**src/rtl/fifo_pkg.sv**
```systemverilog
// Shared constants and helpers for the dual-port FIFO slice.
// Latency: not applicable (compile-time constants only).
// Backpressure: not applicable.
//
// Holds the default geometry and the pointer-width helper that both the
// storage and the control logic derive their address widths from.
package fifo_pkg;

    localparam int DEFAULT_DEPTH = 16;
    localparam int DEFAULT_WIDTH = 8;

    // Address bits needed to index DEPTH entries; never narrower than one bit
    // so a degenerate depth still yields a legal vector.
    function automatic int ptr_width(input int depth);
        return (depth < 2) ? 1 : $clog2(depth);
    endfunction

endpackage

```
**src/rtl/fifo_dualport_if.sv**
```systemverilog
// Handshake/data bundle between a FIFO producer/consumer and the FIFO.
// Latency: none (wires only).
// Backpressure: producer must observe full/overflow; consumer observes empty/underflow.
//
// Ports (via modports):
//   master : drives wr_en, rd_en, data_in; observes data_out, count and flags
//   slave  : the FIFO side, the mirror image of master
interface fifo_dualport_if
    import fifo_pkg::*;
#(
    parameter int WIDTH = DEFAULT_WIDTH,
    parameter int CNT_W = ptr_width(DEFAULT_DEPTH) + 1
);

    logic             wr_en;
    logic             rd_en;
    logic [WIDTH-1:0] data_in;
    logic [WIDTH-1:0] data_out;
    logic             full;
    logic             empty;
    logic [CNT_W-1:0] count;
    logic             almost_full;
    logic             almost_empty;
    logic             overflow;
    logic             underflow;

    modport master (
        output wr_en, rd_en, data_in,
        input  data_out, full, empty, count,
               almost_full, almost_empty, overflow, underflow
    );

    modport slave (
        input  wr_en, rd_en, data_in,
        output data_out, full, empty, count,
               almost_full, almost_empty, overflow, underflow
    );

endinterface

```
**src/rtl/fifo_ram.sv**
```systemverilog
// Simple dual-port storage: one synchronous write port, one synchronous read port.
// Latency: read data appears one clock after rd_en; writes land on the same edge.
// Backpressure: none; the caller guarantees only legal accesses are issued.
//
// Ports: clk, rst (clears only the read register), wr_en/wr_addr/wr_data,
//        rd_en/rd_addr, rd_data (registered, holds when rd_en is low).
module fifo_ram
    import fifo_pkg::*;
#(
    parameter  int DEPTH = DEFAULT_DEPTH,
    parameter  int WIDTH = DEFAULT_WIDTH,
    localparam int AW    = ptr_width(DEPTH)
) (
    input  logic             clk,
    input  logic             rst,
    input  logic             wr_en,
    input  logic [AW-1:0]    wr_addr,
    input  logic [WIDTH-1:0] wr_data,
    input  logic             rd_en,
    input  logic [AW-1:0]    rd_addr,
    output logic [WIDTH-1:0] rd_data
);

    logic [WIDTH-1:0] mem [DEPTH];

    // Array is left unreset so it maps onto plain RAM.
    always_ff @(posedge clk) begin
        if (wr_en) begin
            mem[wr_addr] <= wr_data;
        end
    end

    // Read-before-write: when a full FIFO reads and writes the same slot in
    // one cycle, the read returns the old (oldest) word.
    always_ff @(posedge clk) begin
        if (!rst) begin
            rd_data <= '0;
        end else if (rd_en) begin
            rd_data <= mem[rd_addr];
        end
    end

endmodule

```
**src/rtl/fifo_dualport.sv**
```systemverilog
// Single-clock FIFO with occupancy count, almost flags and error pulses.
// Latency: data_out updates on the edge that accepts a read (1 cycle).
// Backpressure: writes on full (without a same-cycle read) and reads on empty are dropped and pulse overflow/underflow.
//
// Ports: clk, rst (synchronous, active-low), bus (fifo_dualport_if.slave):
//   wr_en/data_in write side, rd_en/data_out read side, count, full, empty,
//   almost_full (count >= AF_LEVEL), almost_empty (count <= AE_LEVEL),
//   overflow/underflow one-cycle pulses.
module fifo_dualport
    import fifo_pkg::*;
#(
    parameter int DEPTH    = DEFAULT_DEPTH,
    parameter int WIDTH    = DEFAULT_WIDTH,
    parameter int AF_LEVEL = DEPTH - 2,
    parameter int AE_LEVEL = 2
) (
    input  logic              clk,
    input  logic              rst,
    fifo_dualport_if.slave    bus
);

    localparam int PW = ptr_width(DEPTH);
    localparam int CW = PW + 1;

    logic [PW-1:0] wr_ptr;
    logic [PW-1:0] rd_ptr;
    logic [CW-1:0] count_q;
    logic          overflow_q;
    logic          underflow_q;

    logic          full_w;
    logic          empty_w;
    logic          rd_acc;
    logic          wr_acc;

    assign full_w  = (count_q == CW'(DEPTH));
    assign empty_w = (count_q == '0);

    // Reset masks both accepts so nothing reaches storage or pointers.
    // A full FIFO may still take a write when a read frees a slot that cycle.
    assign rd_acc = rst && bus.rd_en && !empty_w;
    assign wr_acc = rst && bus.wr_en && (!full_w || rd_acc);

    fifo_ram #(
        .DEPTH (DEPTH),
        .WIDTH (WIDTH)
    ) u_ram (
        .clk     (clk),
        .rst     (rst),
        .wr_en   (wr_acc),
        .wr_addr (wr_ptr),
        .wr_data (bus.data_in),
        .rd_en   (rd_acc),
        .rd_addr (rd_ptr),
        .rd_data (bus.data_out)
    );

    always_ff @(posedge clk) begin
        if (!rst) begin
            wr_ptr      <= '0;
            rd_ptr      <= '0;
            count_q     <= '0;
            overflow_q  <= 1'b0;
            underflow_q <= 1'b0;
        end else begin
            // DEPTH is a power of two, so natural pointer rollover is modulo DEPTH.
            if (wr_acc) begin
                wr_ptr <= wr_ptr + PW'(1);
            end
            if (rd_acc) begin
                rd_ptr <= rd_ptr + PW'(1);
            end
            case ({wr_acc, rd_acc})
                2'b10:   count_q <= count_q + CW'(1);
                2'b01:   count_q <= count_q - CW'(1);
                default: count_q <= count_q;
            endcase
            overflow_q  <= bus.wr_en && !wr_acc;
            underflow_q <= bus.rd_en && empty_w;
        end
    end

    assign bus.count        = count_q;
    assign bus.full         = full_w;
    assign bus.empty        = empty_w;
    assign bus.almost_full  = (count_q >= CW'(AF_LEVEL));
    assign bus.almost_empty = (count_q <= CW'(AE_LEVEL));
    assign bus.overflow     = overflow_q;
    assign bus.underflow    = underflow_q;

endmodule

```
**src/flat_wrapper.sv**
```systemverilog
// flat-port wrapper written by rule: the top's interface ports become plain ports
module fifo_dualport_flat import fifo_pkg::*;
#(
    parameter int DEPTH    = DEFAULT_DEPTH,
    parameter int WIDTH    = DEFAULT_WIDTH,
    parameter int AF_LEVEL = DEPTH - 2,
    parameter int AE_LEVEL = 2
)
  (clk, rst, bus_wr_en, bus_rd_en, bus_data_in, bus_data_out, bus_full, bus_empty, bus_count, bus_almost_full, bus_almost_empty, bus_overflow, bus_underflow);
  fifo_dualport_if #(.WIDTH(WIDTH), .CNT_W((ptr_width(DEPTH) + 1))) bus_i ();
  input  logic clk;
  input  logic rst;
  input wire logic [$bits(bus_i.wr_en)-1:0] bus_wr_en;
  input wire logic [$bits(bus_i.rd_en)-1:0] bus_rd_en;
  input wire logic [$bits(bus_i.data_in)-1:0] bus_data_in;
  output wire logic [$bits(bus_i.data_out)-1:0] bus_data_out;
  output wire logic [$bits(bus_i.full)-1:0] bus_full;
  output wire logic [$bits(bus_i.empty)-1:0] bus_empty;
  output wire logic [$bits(bus_i.count)-1:0] bus_count;
  output wire logic [$bits(bus_i.almost_full)-1:0] bus_almost_full;
  output wire logic [$bits(bus_i.almost_empty)-1:0] bus_almost_empty;
  output wire logic [$bits(bus_i.overflow)-1:0] bus_overflow;
  output wire logic [$bits(bus_i.underflow)-1:0] bus_underflow;
  assign bus_i.wr_en = bus_wr_en;
  assign bus_i.rd_en = bus_rd_en;
  assign bus_i.data_in = bus_data_in;
  assign bus_data_out = bus_i.data_out;
  assign bus_full = bus_i.full;
  assign bus_empty = bus_i.empty;
  assign bus_count = bus_i.count;
  assign bus_almost_full = bus_i.almost_full;
  assign bus_almost_empty = bus_i.almost_empty;
  assign bus_overflow = bus_i.overflow;
  assign bus_underflow = bus_i.underflow;
  fifo_dualport #(.DEPTH(DEPTH), .WIDTH(WIDTH), .AF_LEVEL(AF_LEVEL), .AE_LEVEL(AE_LEVEL)) u_core (.clk(clk), .rst(rst), .bus(bus_i));
endmodule
```
**config.mk**
```make
export PLATFORM = sky130hd
export DESIGN_NAME = fifo_dualport_flat
export DESIGN_NICKNAME = d
export VERILOG_FILES = /design/src/rtl/fifo_pkg.sv /design/src/rtl/fifo_dualport_if.sv /design/src/rtl/fifo_ram.sv /design/src/rtl/fifo_dualport.sv /design/src/flat_wrapper.sv
export SDC_FILE = /design/constraint.sdc
export NUM_CORES = 1
export LEC_CHECK = 0
export CAP_MARGIN = 20
export CORE_ASPECT_RATIO = 1.2
export CORE_MARGIN = 1
export CORE_UTILIZATION = 62
export CTS_BUF_LIST = sky130_fd_sc_hd__clkbuf_8
export DETAILED_ROUTE_END_ITERATION = 10
export GPL_ROUTABILITY_DRIVEN = 0
export PLACE_DENSITY_LB_ADDON = 0.1
export SETUP_SLACK_MARGIN = 0.5
export SLEW_MARGIN = 15
export SYNTH_ARGS = -nofsm -noshare
export SYNTH_HDL_FRONTEND = slang
export SYNTH_HIERARCHICAL = 1
export SYNTH_SLANG_ARGS = --single-unit
```
**constraint.sdc**
```tcl
create_clock -name clk -period 3.3 [get_ports clk]
set_input_delay 0.33 -clock clk [delete_from_list [all_inputs] [get_ports clk]]
set_output_delay 0.33 -clock clk [all_outputs]
set_load 0.01 [all_outputs]
```
==> impl_metrics.yaml <==
outcome:
  outcome: "finished, final reports clean"
final_layout:
  fin_util_pct: 73.6
  drive_gt1_share_pct: 12.1
  finalInstanceArea_um2: 7040
  final_nets: 470
  area_growth_pct: 14.3
  antenna_cells: 0
timing:
  post-route-min-period_ns: 2.70
  drv_slew: 0
  clock_skew_ns: 0.00883
  fin_crit_sh_pct: 81.9
  hold_violations: 0
  relSlewSlack_pct: 39.8
  finalSetupViolCount: 0
  max_freq_ghz: 0.370
  tightest_slew_ns: 0.900
  fin_tns_setup_ns: 0
  grt_setup_unrepaired: "no"
worst_setup_path:
  cp_cell_sequence: "or4_4 -> o21ai_4 -> nor2_1 -> ha_2 -> ha_1 -> nand3_1 -> and4b_1 -> a21oi_1 -> mux2i_1"
  critPathCaptureType: "flop"
  critPathLaunchType: "flop"
  required_ns: 3.67
  worstPathMaxFanout: 6
  reg2regPathDepth: 9
  path_depth: 9
  cp.buffers_inverters: 0
  setup.worst_path.class: "flop to flop"
  max_stage_delay_ns: 0.63
  crit_arrival_ns: 3.07
  slowest_stage: "or4_4"
  crit_family: "simple AND/OR/NAND/NOR gates"
yosys:
  synth_cells: 407
  synthArstFlopShare_pct: 0
  synth_seq_area_share_pct: 69.9
  syn_nets: 426
  ys_types: 42
  yosysWarnings: 6
  synth_edf_count: 128
  synth_flop_cell: "edfxtp_1"
  synth_area_um2: 6160
  syn_area_per_cell_um2: 15.1
  yosys_register_bits: 151
floorplan:
  die_x_um: 93.0
  initial_core_util_pct: 64.4
  std_cell_rows: 39
  dieArea_um2: 10300
  ios: 31
  core_area_um2: 9560
  die_h_um: 111
global_route:
  grt_pass1_wl_um: 18500
  grt_start_max_net_pins: 45
  grtUsageTotal_pct: 24.9
  antenna_found_initial: 0
  first_global_vias: 3507
  gr-total-overflow: 0
routing:
  drtIter0Drc: 231
  post-route-drc-count: 0
  vias: 3489
  via_per_inst: 5.94
  ant_nets: 0
  drt_pass1_iterations: 5
  drt_wl_total_um: 11800
  wl_per_cell_um: 20.1
run:
  drv_cap: 0
worst_hold_path:
  hold_path_class: "flop to flop"
  hold_depth: 2
cts:
  cts_tree: "yes"
  clockBufferDepth: 2
  clkLatencyLatePin_ns: 0.44
  cts-root-buf: "clkbuf_8"
  htreeDepth: 4
  cts_buffers: 17
  clk_pin_slew_ns: 0.08
  cts_sinks: 151
power:
  leakagePower_nw: 2.29
  power_density_nw_per_um2: 580
  vdd_drop_max_uv: 376
  total_power_w: 0.00408
placement:
  io_buffer_count: 30
  dp_hpwl_um: 7530
  placed_cell_area_um2: 6530
cell usage in the layout (no fill, tap or decap), drive strengths merged:
master         synthesis  final
nor3                   5      5
nand2b                 2      2
xor2                   4      4
inv                    4      6
or3                    2      2
clkdlybuf4s50          0     30
ha                     6      6
or3b                   1      1
dfxtp                 23     23
or4                    2      2
bufinv                 0      6
a22oi                 24     24
nor2                  26     26
clkinv                 0      5
o21ai                  4      4
clkinvlp               0      2
o21a                   2      2
nand4b                 1      1
fa                     1      1
buf                   16     14
and4b                  1      1
o211ai                 1      1
a21o                   1      1
edfxtp               128    128
a21oi                 14     14
clkbuf                 3     17
nand3b                 2      2
mux2i                 67     67
nand3                 33     33
and2                   1      1
nor2b                  3      3
nor4                   1      1
a2111oi                1      1
and3                   1      1
o31ai                  1      1
or2                    1      1
nand2                 24     24
xnor2                  1      1
layout make-up:
type	instances	area (um2)
Sequential cell	151	4310
Fill cell	617	2530
Multi-Input combinational cell	233	1670
Timing Repair Buffer	44	405
Clock inverter	15	249
Clock buffer	17	234
Tap cell	123	154
Inverter	4	15.0
worst register-to-register path, delay by kind of cell, from the launching register on:
family / cells / cell delay, ns
multiplexers: 1 / 0.20
AO/OA/AOI/OAI: 2 / 0.40
adder cells (fa/ha/maj): 2 / 0.60
flip-flops: 1 / 0.37
AND/OR/NAND/NOR: 4 / 1.08
final timing paths:
check                                             from                                    to  slack (ns)
setup / recovery      u_core/bus.count[3]$_SDFFE_PN0P_      u_core/bus.count[4]$_SDFFE_PN0P_        0.60
hold / removal    u_core/u_ram/rd_data[4]$_SDFFE_PN0P_  u_core/u_ram/rd_data[4]$_SDFFE_PN0P_        0.47
setup reg to reg      u_core/bus.count[3]$_SDFFE_PN0P_      u_core/bus.count[4]$_SDFFE_PN0P_        0.60
hold reg to reg   u_core/u_ram/rd_data[4]$_SDFFE_PN0P_  u_core/u_ram/rd_data[4]$_SDFFE_PN0P_        0.47
per-stage QoR:
step                      worst slack, ns  cells  hold WS, ns
after floorplan                     0.658    407        0.406
after global placement              0.479    553        0.437
after detailed placement            0.389    553        0.451
after CTS                           0.505    585        0.470
after global routing                0.512    587        0.505
final                               0.597    587        0.470
kinds of logic (layout without fill, tap and decap cells):
logic type,count (synthesis),in the layout,synth area share (%)
AND/OR/NAND/NOR,106,106,8.31
flip-flops,151,151,69.9
XOR/XNOR,5,5,0.711
buffers and inverters,23,80,3.05
adder cells (fa/ha/maj),7,7,1.54
multiplexers,67,67,10.9
AO/OA/AOI/OAI,48,48,5.57
synthesized netlist by cell type, drive strengths merged, types with 3 or more instances:
library cell  count  area share [%]
dfxtp            23             7.5
nor2b             3            0.30
a21oi            14             1.1
nand2            24             1.5
ha                6             1.2
xor2              4            0.57
nor2             26             1.7
clkbuf            3            0.18
a22oi            24             2.9
edfxtp          128              62
o21ai             4            0.51
inv               4            0.24
nand3            33             2.7
nor3              5            0.41
mux2i            67              11
buf              16             2.6
state kept, by name, summed over array words and instances, names as in the netlist:
name and flops:
u_core/wr_ptr 4, u_core/rd_ptr 4, u_core/u_ram/mem 128, u_core/bus.overflow 1
u_core/bus.underflow 1, u_core/bus.count 5, u_core/u_ram/rd_data 8
what timing repair did:
item	4_1_cts	5_1_grt
setup buffers	0	2
setup endpoints to repair	2	3
pin swaps	0	4
gates resized for setup	1	1
hold buffers	0	0
metal layers:
| metal | part of all wire, % | track usage [%] | vias up |
|---|---|---|---|
| met2 | 50 | 40.6 | 122 |
| met3 | 7.3 | 6.04 | 14 |
| met4 | 1.9 | 10.4 | 0 |
| met5 | 0 | 0 | - |
| li1 | - | - | 1641 |
| met1 | 40 | 31.9 | 1712 |
where the power goes:
group	total, W	internal (W)	switching, W
combinational	0.000291	0.000122	0.000169
clock	0.00166	0.000981	0.000682
sequential	0.00213	0.00210	0.0000315
Power figures use the tool's default switching activity.
